===== config.mk =====
export PLATFORM = sky130hd
export DESIGN_NAME = lsu
export DESIGN_NICKNAME = d
export VERILOG_FILES = /design/src/rtl/lsu.sv
export SDC_FILE = /design/constraint.sdc
export NUM_CORES = 1
export LEC_CHECK = 0
export BUFFER_PORTS_ARGS = -buffer_cell sky130_fd_sc_hd__buf_2
export CAP_MARGIN = 20
export CORE_MARGIN = 1.5
export CORE_UTILIZATION = 50
export DETAILED_ROUTE_END_ITERATION = 10
export PLACE_DENSITY = 0.82
export SLEW_MARGIN = 10
export SYNTH_ARGS = -nofsm -noshare
export SYNTH_HDL_FRONTEND = slang
export SYNTH_SLANG_ARGS = --single-unit

===== constraint.sdc =====
create_clock -name clk -period 9.7 [get_ports clk]
set_clock_uncertainty 0.2 [all_clocks]
set_input_delay 1.455 -clock clk [delete_from_list [all_inputs] [get_ports clk]]
set_output_delay 1.455 -clock clk [all_outputs]
set_load 0.05 [all_outputs]

===== src/rtl/lsu.sv =====
// Load/store unit: single outstanding request on a valid/ready data bus.
// Stores are lane-replicated with byte strobes; loads are extracted and
// sign/zero-extended from the addressed lane. Misaligned accesses trap
// without touching the bus.
module lsu #(
  parameter int unsigned ADDR_W = 32,
  parameter int unsigned DATA_W = 32
) (
  input  logic              clk,
  input  logic              rst,
  input  logic [1:0]        op_typ_i,
  input  logic [2:0]        width_i,
  input  logic [ADDR_W-1:0] addr_i,
  input  logic [DATA_W-1:0] wdata_i,
  input  logic [ADDR_W-1:0] pc_i,
  output logic              lsu_bp_o,
  output logic [ADDR_W-1:0] lsu_pc_o,
  output logic              ld_valid_o,
  output logic [DATA_W-1:0] ld_data_o,
  output logic              trap_active_o,
  output logic [3:0]        trap_cause_o,
  output logic [ADDR_W-1:0] trap_mtval_o,
  output logic              bus_req_valid_o,
  input  logic              bus_req_ready_i,
  output logic [ADDR_W-1:0] bus_req_addr_o,
  output logic              bus_req_we_o,
  output logic [DATA_W-1:0] bus_req_wdata_o,
  output logic [3:0]        bus_req_strb_o,
  input  logic              bus_rsp_valid_i,
  input  logic [DATA_W-1:0] bus_rsp_rdata_i,
  input  logic              bus_rsp_err_i
);

  typedef enum logic [1:0] {StIdle, StReq, StResp} state_e;

  state_e              state_q;
  logic [ADDR_W-1:0]   addr_q;
  logic [2:0]          width_q;
  logic                we_q;
  logic [DATA_W-1:0]   wdata_q;
  logic [3:0]          strb_q;
  logic [ADDR_W-1:0]   pc_q;
  logic                ld_valid_q;
  logic [DATA_W-1:0]   ld_data_q;
  logic                trap_q;
  logic [3:0]          cause_q;
  logic [ADDR_W-1:0]   mtval_q;

  logic                is_load, is_store, op_vld, aligned;
  logic [DATA_W-1:0]   wdata_lane;
  logic [3:0]          strb_lane;
  logic [7:0]          byte_sh;
  logic [15:0]         half_sh;
  logic [DATA_W-1:0]   ld_ext;

  // Decode incoming op: validity, alignment and store lane placement.
  // Size comes from width[1:0]; 11 (reserved) falls through to word.
  always_comb begin
    is_load    = (op_typ_i == 2'd1);
    is_store   = (op_typ_i == 2'd2);
    op_vld     = is_load | is_store;
    aligned    = 1'b1;
    wdata_lane = wdata_i;
    strb_lane  = 4'b1111;
    case (width_i[1:0])
      2'b00: begin
        wdata_lane = {4{wdata_i[7:0]}};
        strb_lane  = 4'b0001 << addr_i[1:0];
      end
      2'b01: begin
        aligned    = ~addr_i[0];
        wdata_lane = {2{wdata_i[15:0]}};
        strb_lane  = 4'b0011 << addr_i[1:0];
      end
      default: begin
        aligned    = (addr_i[1:0] == 2'b00);
      end
    endcase
  end

  // Extract the addressed byte/half from response data and extend it.
  always_comb begin
    byte_sh = 8'(bus_rsp_rdata_i >> {addr_q[1:0], 3'b000});
    half_sh = 16'(bus_rsp_rdata_i >> {addr_q[1], 4'b0000});
    case (width_q[1:0])
      2'b00:   ld_ext = width_q[2] ? {24'b0, byte_sh} : {{24{byte_sh[7]}}, byte_sh};
      2'b01:   ld_ext = width_q[2] ? {16'b0, half_sh} : {{16{half_sh[15]}}, half_sh};
      default: ld_ext = bus_rsp_rdata_i;
    endcase
  end

  // Control FSM with registered request fields, load result and trap pulse.
  always_ff @(posedge clk or posedge rst) begin
    if (rst) begin
      state_q    <= StIdle;
      addr_q     <= '0;
      width_q    <= '0;
      we_q       <= 1'b0;
      wdata_q    <= '0;
      strb_q     <= '0;
      pc_q       <= '0;
      ld_valid_q <= 1'b0;
      ld_data_q  <= '0;
      trap_q     <= 1'b0;
      cause_q    <= '0;
      mtval_q    <= '0;
    end else begin
      ld_valid_q <= 1'b0;
      trap_q     <= 1'b0;
      case (state_q)
        StIdle: begin
          if (op_vld) begin
            pc_q <= pc_i;
            if (aligned) begin
              addr_q  <= addr_i;
              width_q <= width_i;
              we_q    <= is_store;
              wdata_q <= wdata_lane;
              strb_q  <= strb_lane;
              state_q <= StReq;
            end else begin
              trap_q  <= 1'b1;
              cause_q <= is_load ? 4'd4 : 4'd6;
              mtval_q <= addr_i;
            end
          end
        end
        StReq: begin
          if (bus_req_ready_i) state_q <= StResp;
        end
        StResp: begin
          if (bus_rsp_valid_i) begin
            state_q <= StIdle;
            if (bus_rsp_err_i) begin
              trap_q  <= 1'b1;
              cause_q <= we_q ? 4'd7 : 4'd5;
              mtval_q <= addr_q;
            end else if (!we_q) begin
              ld_valid_q <= 1'b1;
              ld_data_q  <= ld_ext;
            end
          end
        end
        default: state_q <= StIdle;
      endcase
    end
  end

  // Back-pressure drops in the response cycle so execute advances on that edge.
  always_comb begin
    lsu_bp_o = ((state_q == StIdle) && op_vld && aligned) ||
               (state_q == StReq) ||
               ((state_q == StResp) && !bus_rsp_valid_i);
  end

  assign bus_req_valid_o = (state_q == StReq);
  assign bus_req_addr_o  = {addr_q[ADDR_W-1:2], 2'b00};
  assign bus_req_we_o    = we_q;
  assign bus_req_wdata_o = wdata_q;
  assign bus_req_strb_o  = strb_q;
  assign lsu_pc_o        = pc_q;
  assign ld_valid_o      = ld_valid_q;
  assign ld_data_o       = ld_data_q;
  assign trap_active_o   = trap_q;
  assign trap_cause_o    = cause_q;
  assign trap_mtval_o    = mtval_q;

endmodule


==> results of run 1 <==
cell families (layout without fill, tap and decap cells):
group,count (synthesis),count (layout),synth area share (%)
adders and majority gates,2,2,0.311
muxes,143,143,19.6
other,1,5,0.0466
buffers and inverters,88,353,6.07
xor gates and xnor gates,1,1,0.109
DFF,175,175,54.5
AOI/OAI and AO/OA,103,103,7.70
and+or+nand+nor,221,221,11.7
metal layers:
layer	global-route usage (%)	up-vias	routed length [um]
li1	-	2978	-
met1	30.2	3105	8370
met2	40.9	263	10300
met3	8.04	47	1720
met4	11.1	2	741
met5	0	-	12
Yosys cell counts, types with 2 or more instances:
| cell type | count | area [um^2] |
|---|---|---|
| ha_1 | 2 | 25.0 |
| nand2_1 | 149 | 559 |
| or3_1 | 2 | 12.5 |
| buf_1 | 4 | 15.0 |
| mux2i_1 | 27 | 270 |
| nor3b_1 | 8 | 60.1 |
| a211oi_1 | 7 | 52.6 |
| buf_4 | 36 | 270 |
| a21o_1 | 2 | 15.0 |
| nand2b_1 | 3 | 18.8 |
| or3b_2 | 2 | 17.5 |
| nand3b_1 | 2 | 15.0 |
| inv_1 | 8 | 30.0 |
| clkbuf_1 | 27 | 101 |
| dfrtp_1 | 175 | 4380 |
| o211ai_1 | 2 | 15.0 |
| nor2b_1 | 4 | 25.0 |
| nand3_1 | 6 | 30.0 |
| buf_2 | 12 | 60.1 |
| nor2_1 | 40 | 150 |
| a222oi_1 | 6 | 60.1 |
| a21oi_1 | 23 | 115 |
| mux2_2 | 116 | 1310 |
| o21ai_0 | 52 | 260 |
worst paths after layout:
path,start,end,cells after the start
setup / recovery,op_typ_i[0],lsu_bp_o,8
hold / removal,trap_cause_o[2],trap_cause_o[2],1
setup reg to reg,state_q[1],ld_data_o[15],5
hold reg to reg,trap_cause_o[2],trap_cause_o[2],1
max in group asynchronous,rst,state_q[1],4
min in group asynchronous,rst,addr_q[21],2
worst max-delay path, stage by stage:
cell and delay [ns]:
buf_2 0.09, inv_1 0.04, ha_1 0.34, nor3_4 0.12
buf_4 0.39, nand3_4 0.10, nand3_1 0.09, buf_2 0.28
registers in the layout, indices dropped and copies added, names as in the netlist:
name,count
bus_req_we_o,1
lsu_pc_o,32
bus_req_strb_o,4
bus_req_wdata_o,32
trap_mtval_o,32
ld_valid_o,1
ld_data_o,32
trap_cause_o,3
addr_q,32
width_q,3
state_q,2
trap_active_o,1
cell type report:
cell class                 instances  share of cell area [%]
inverter                           8                   0.347
clock inverter                    10                    1.28
antenna                            2                  0.0496
tap                              216                    2.68
sequential                       175                    43.4
timing repair buffer             314                    16.0
clock buffer                      21                    4.56
multi-input combinational        473                    31.7
through the flow:
| step | utilization [%] | hold slack, ns | instance area (um^2) | cells |
|---|---|---|---|---|
| 2_1_floorplan | - | 0.298 | 8050 | 736 |
| 6_report | 64.0 | 0.277 | 10100 | 1219 |
| 5_1_grt | 64.0 | 0.299 | 10100 | 1219 |
| 4_1_cts | 63.8 | 0.278 | 10100 | 1215 |
| 3_5_place_dp | 60.0 | 0.261 | 9470 | 1184 |
| 3_3_place_gp | 60.0 | 0.244 | 9470 | 1184 |
cell usage in the layout, fill, tap and decap left out, types with 3 or more instances in the layout:
master / n
a211oi_1: 7
a21oi_1: 23
a222oi_1: 6
buf_2: 307
buf_4: 5
clkbuf_16: 17
clkinv_4: 4
conb_1: 3
dfrtp_1: 174
inv_1: 7
inv_6: 3
mux2_2: 116
mux2i_1: 27
nand2_1: 149
nand2b_1: 3
nand3_1: 5
nor2_1: 40
nor2b_1: 4
nor3b_1: 8
o21ai_0: 52
==> metrics.md, run 1 <==
| Metric | Value |
|---|---|
| Initial drt markers | `335` |
| Max Cap Viol | `0` |
| Final setup violation count | `0` |
| Slew headroom | `28.6%` |
| Htree depth | `4` |
| Slew Viols, Final | `0` |
| Row cnt | `46` |
| Fin crit share | `47.0%` |
| Initial antenna violation count | `3` |
| DR WL/cell | `17.4 um` |
| Multi-input gate area | `0.00321 mm^2` |
| DRT Pass-1 Iters | `5` |
| Sequential cell area | `0.00438 mm^2` |
| Sequential share of the synthesized area | `54.5%` |
| Root buffer cell | `clkbuf_16` |
| Final worst slack | `5.14 ns` |
| RD Place Congestion | `0.758` |
| Vias per Instance | `5.25` |
| Minimum clock period | `4.56 ns` |
| Starting Density | `51.0%` |
| PortBufs | `307` |
| Hold Buf Count CTS | `0` |
| Worst slack, placed | `5.11 ns` |
| DRC violation count after routing | `0` |
| Critical path endpoint category | `output port` |
| Gate Count Post-Synth | `734` |
| Area delta synth->final | `25.6%` |
| CP required | `8.05 ns` |
| Post-CTS Resized | `0` |
| Unrepaired setup endpoints after global routing | `false` |
| Critical Path Source Type | `input port` |
| Synth Flop Type | `dfrtp_1` |
| Clock transition at the registers of the reported paths | `0.06 ns` |
| Clock Sinks | `175` |
| Filler cell count | `1335` |
| Crit-path max FO | `36` |
| Die Wd | `130 um` |
| CP Class | `input port to output port` |
| Nets | `1129` |
| Synth warnings | `0` |
| Global-route wire length before repair | `32400 um` |
| Vias in the first global route | `6333` |
| Cts bufs inserted | `17` |
| Avg Synthesized Cell Area | `11.0 um^2` |
| Total negative setup slack | `0 ns` |
| Grt ovf | `0` |
| Final HPWL DP | `14800 um` |
| Cell Area, Synth | `0.00804 mm^2` |
| Flop-to-flop setup slack | `6.60 ns` |
| Io pins | `311` |
| Slew at the pin with the worst max-slew slack | `1.07 ns` |
| Status | `complete, no violations` |
| Count of cell types in the netlist | `43` |
| Core area | `0.0158 mm^2` |
| Die H | `130 um` |
| Postcts setup bufs | `0` |
| Final Hold Vio Count | `0` |
| Peak Freq | `0.219 GHz` |
| CP Data Arrival Time | `2.91 ns` |
| Global-route usage over all layers | `24.9%` |
| Seq cells post-synth | `175` |
| DRT Wirelength | `21200 um` |
| Post-DRT Antenna Nets | `0` |
| Post-synth EDFFs | `0` |
| Full die area | `0.0169 mm^2` |
| Async S/R FF share, synth | `100%` |
| Tightest Hold Check Type | `register to register` |
| CTS tree | `done` |
| Largest net degree at the start of global routing | `96` |
| Worst-skew pair later-pin latency | `0.42 ns` |
| Vias | `6395` |
| Clk buf depth | `2` |
| Layout cells sized above 1 | `46.9%` |
Power of run 1 is not shown: default switching activity piles up to over one toggle a cycle in this logic, so the estimate is an artifact.
==> run 2: changes to the inputs <==
--- a/config.mk
+++ b/config.mk
@@ -8,9 +8,9 @@
 export BUFFER_PORTS_ARGS = -buffer_cell sky130_fd_sc_hd__buf_2
 export CAP_MARGIN = 20
 export CORE_MARGIN = 1.5
-export CORE_UTILIZATION = 50
+export CORE_UTILIZATION = 49
 export DETAILED_ROUTE_END_ITERATION = 10
-export PLACE_DENSITY = 0.82
+export PLACE_DENSITY = 0.8
 export SLEW_MARGIN = 10
 export SYNTH_ARGS = -nofsm -noshare
 export SYNTH_HDL_FRONTEND = slang
==> constraint.sdc (replaced) <==
create_clock -name clk -period 4.5 [get_ports clk]
set_clock_uncertainty 0.2 [all_clocks]
set_input_delay 0.675 -clock clk [delete_from_list [all_inputs] [get_ports clk]]
set_output_delay 0.675 -clock clk [all_outputs]
set_load 0.05 [all_outputs]
==> run 2 against run 1 <==
Compared with the run above:
- non-clock buffer count up 1
- critical path depth down 4
- largest cell class unchanged
- global-route usage down 0.29 points
- worst setup slack worse by 4.0 ns
- worst hold slack worse by 0.21 ns
- cell count down 0.25%
- sequential share of layout area up 0.17 points
- first-iteration DRC count down 23%
- die area up 2.0%
==> metrics.md, run 2 (synthesis gave the netlist of run 1 again) <==
| Metric | Value |
|---|---|
| Row cnt | `46` |
| CP Data Arrival Time | `2.50 ns` |
| Final HPWL DP | `15300 um` |
| Critical Path Source Type | `register` |
| DR WL/cell | `17.1 um` |
| Final setup violation count | `0` |
| Post-CTS Resized | `0` |
| R2r endpoint | `ld_data_o[15]` |
| Slew at the pin with the worst max-slew slack | `1.06 ns` |
| Sequential cell area | `0.00438 mm^2` |
| Io pins | `311` |
| DRT Wirelength | `20800 um` |
| Met3 Use GR | `7.56%` |
| Fin cells | `1216` |
| Flop-to-flop setup slack | `1.47 ns` |
| Crit-path max FO | `41` |
| Hold Buf Count CTS | `0` |
| Critical path endpoint category | `output port` |
| Unrepaired setup endpoints after global routing | `false` |
| Filler cell count | `1326` |
| Die Wd | `131 um` |
| Initial antenna violation count | `0` |
| Met1 usage | `29.5%` |
| Largest net degree at the start of global routing | `74` |
| Clk buf depth | `2` |
| Clock Sinks | `175` |
| Post-DP Area | `0.00951 mm^2` |
| CP Class | `register to output port` |
| Core area | `0.0159 mm^2` |
| Top Usage Layer GRT | `met2` |
| Diode count | `0` |
| Post-DRT Antenna Nets | `0` |
| CP required | `3.62 ns` |
| Vias | `6290` |
| Peak Freq | `0.296 GHz` |
| Final Hold Vio Count | `0` |
| DRC violation count after routing | `0` |
| CP endpoint | `lsu_bp_o` |
| Vias in the first global route | `6406` |
| Nets | `1130` |
| Commonest non-fill, non-tap cell in the layout | `buf_2` |
| RD Place Congestion | `0.837` |
| Root buffer cell | `clkbuf_16` |
| Multi-input gate area | `0.00321 mm^2` |
| Vias per Instance | `5.17` |
| Worst-skew pair later-pin latency | `0.41 ns` |
| Slew Viols, Final | `0` |
| Met2 Usage GRT | `41.7%` |
| DRT Pass-1 Iters | `5` |
| Status | `complete, no violations` |
| Most frequent cells in the layout | `buf_2, dfrtp_1, nand2_1, mux2_2, o21ai_0` |
| Slew headroom | `28.7%` |
| Total negative setup slack | `0 ns` |
| Area delta synth->final | `25.1%` |
| Initial drt markers | `258` |
| Grt ovf | `0` |
| Cell count after placement | `1187` |
| Starting Density | `50.4%` |
| CTS tree | `done` |
| Cts bufs inserted | `17` |
| Htree depth | `4` |
| Fin crit share | `75.0%` |
| Max Cap Viol | `0` |
| PortBufs | `307` |
| CP startpoint | `state_q[1]` |
| Minimum clock period | `3.37 ns` |
| R2R Path Start | `state_q[1]` |
| Clock transition at the registers of the reported paths | `0.06 ns` |
| Fin area | `0.0101 mm^2` |
| Global-route wire length before repair | `33600 um` |
| Die H | `131 um` |
| Layout cells sized above 1 | `46.8%` |
| Global-route usage over all layers | `24.6%` |
| Postcts setup bufs | `0` |
| Full die area | `0.0172 mm^2` |
| Tightest Hold Check Type | `input port to async pin` |
| FF-to-FF path depth | `5` |
[run 2: worst max-delay path, cell delays in order, from the launching register on]
cell and delay (ns):
dfrtp_2 0.74, nor3_4 0.49, nand3_4 0.38, nand3_1 0.19, buf_2 0.28
[run 2: worst min path at each step]
stage          cells past startpoint              end  slack [ns]            start
3_5_place_dp                       1  trap_cause_o[2]        0.25  trap_cause_o[2]
2_1_floorplan                      1       addr_q[25]        0.30       addr_q[25]
3_3_place_gp                       1  trap_cause_o[2]        0.25  trap_cause_o[2]
6_report                           2        addr_q[5]        0.06              rst
5_1_grt                            2  trap_mtval_o[4]        0.07              rst
4_1_cts                            2        addr_q[5]        0.05              rst
[run 2: cell type report]
cell class,count,share of cell area (%)
Tap cell,216,2.69
Multi-Input combinational cell,473,31.9
Timing Repair Buffer,315,16.1
Clock buffer,21,4.58
Clock inverter,8,0.858
Inverter,8,0.336
Sequential cell,175,43.6
[run 2: stage by stage]
step	utilization [%]	hold slack (ns)	setup WS (ns)
2_1_floorplan	-	0.298	1.39
3_3_place_gp	59.7	0.248	1.32
3_5_place_dp	59.7	0.249	1.27
4_1_cts	63.1	0.0548	1.09
5_1_grt	63.1	0.0690	0.984
6_report	63.1	0.0624	1.13
[run 2: routing by layer]
layer	wire length, um	part of all wire [%]
met1	8070	39
met3	1650	7.9
met4	686	3.3
met5	0	0
met2	10400	50
Power of run 2 is left out for the same reason.
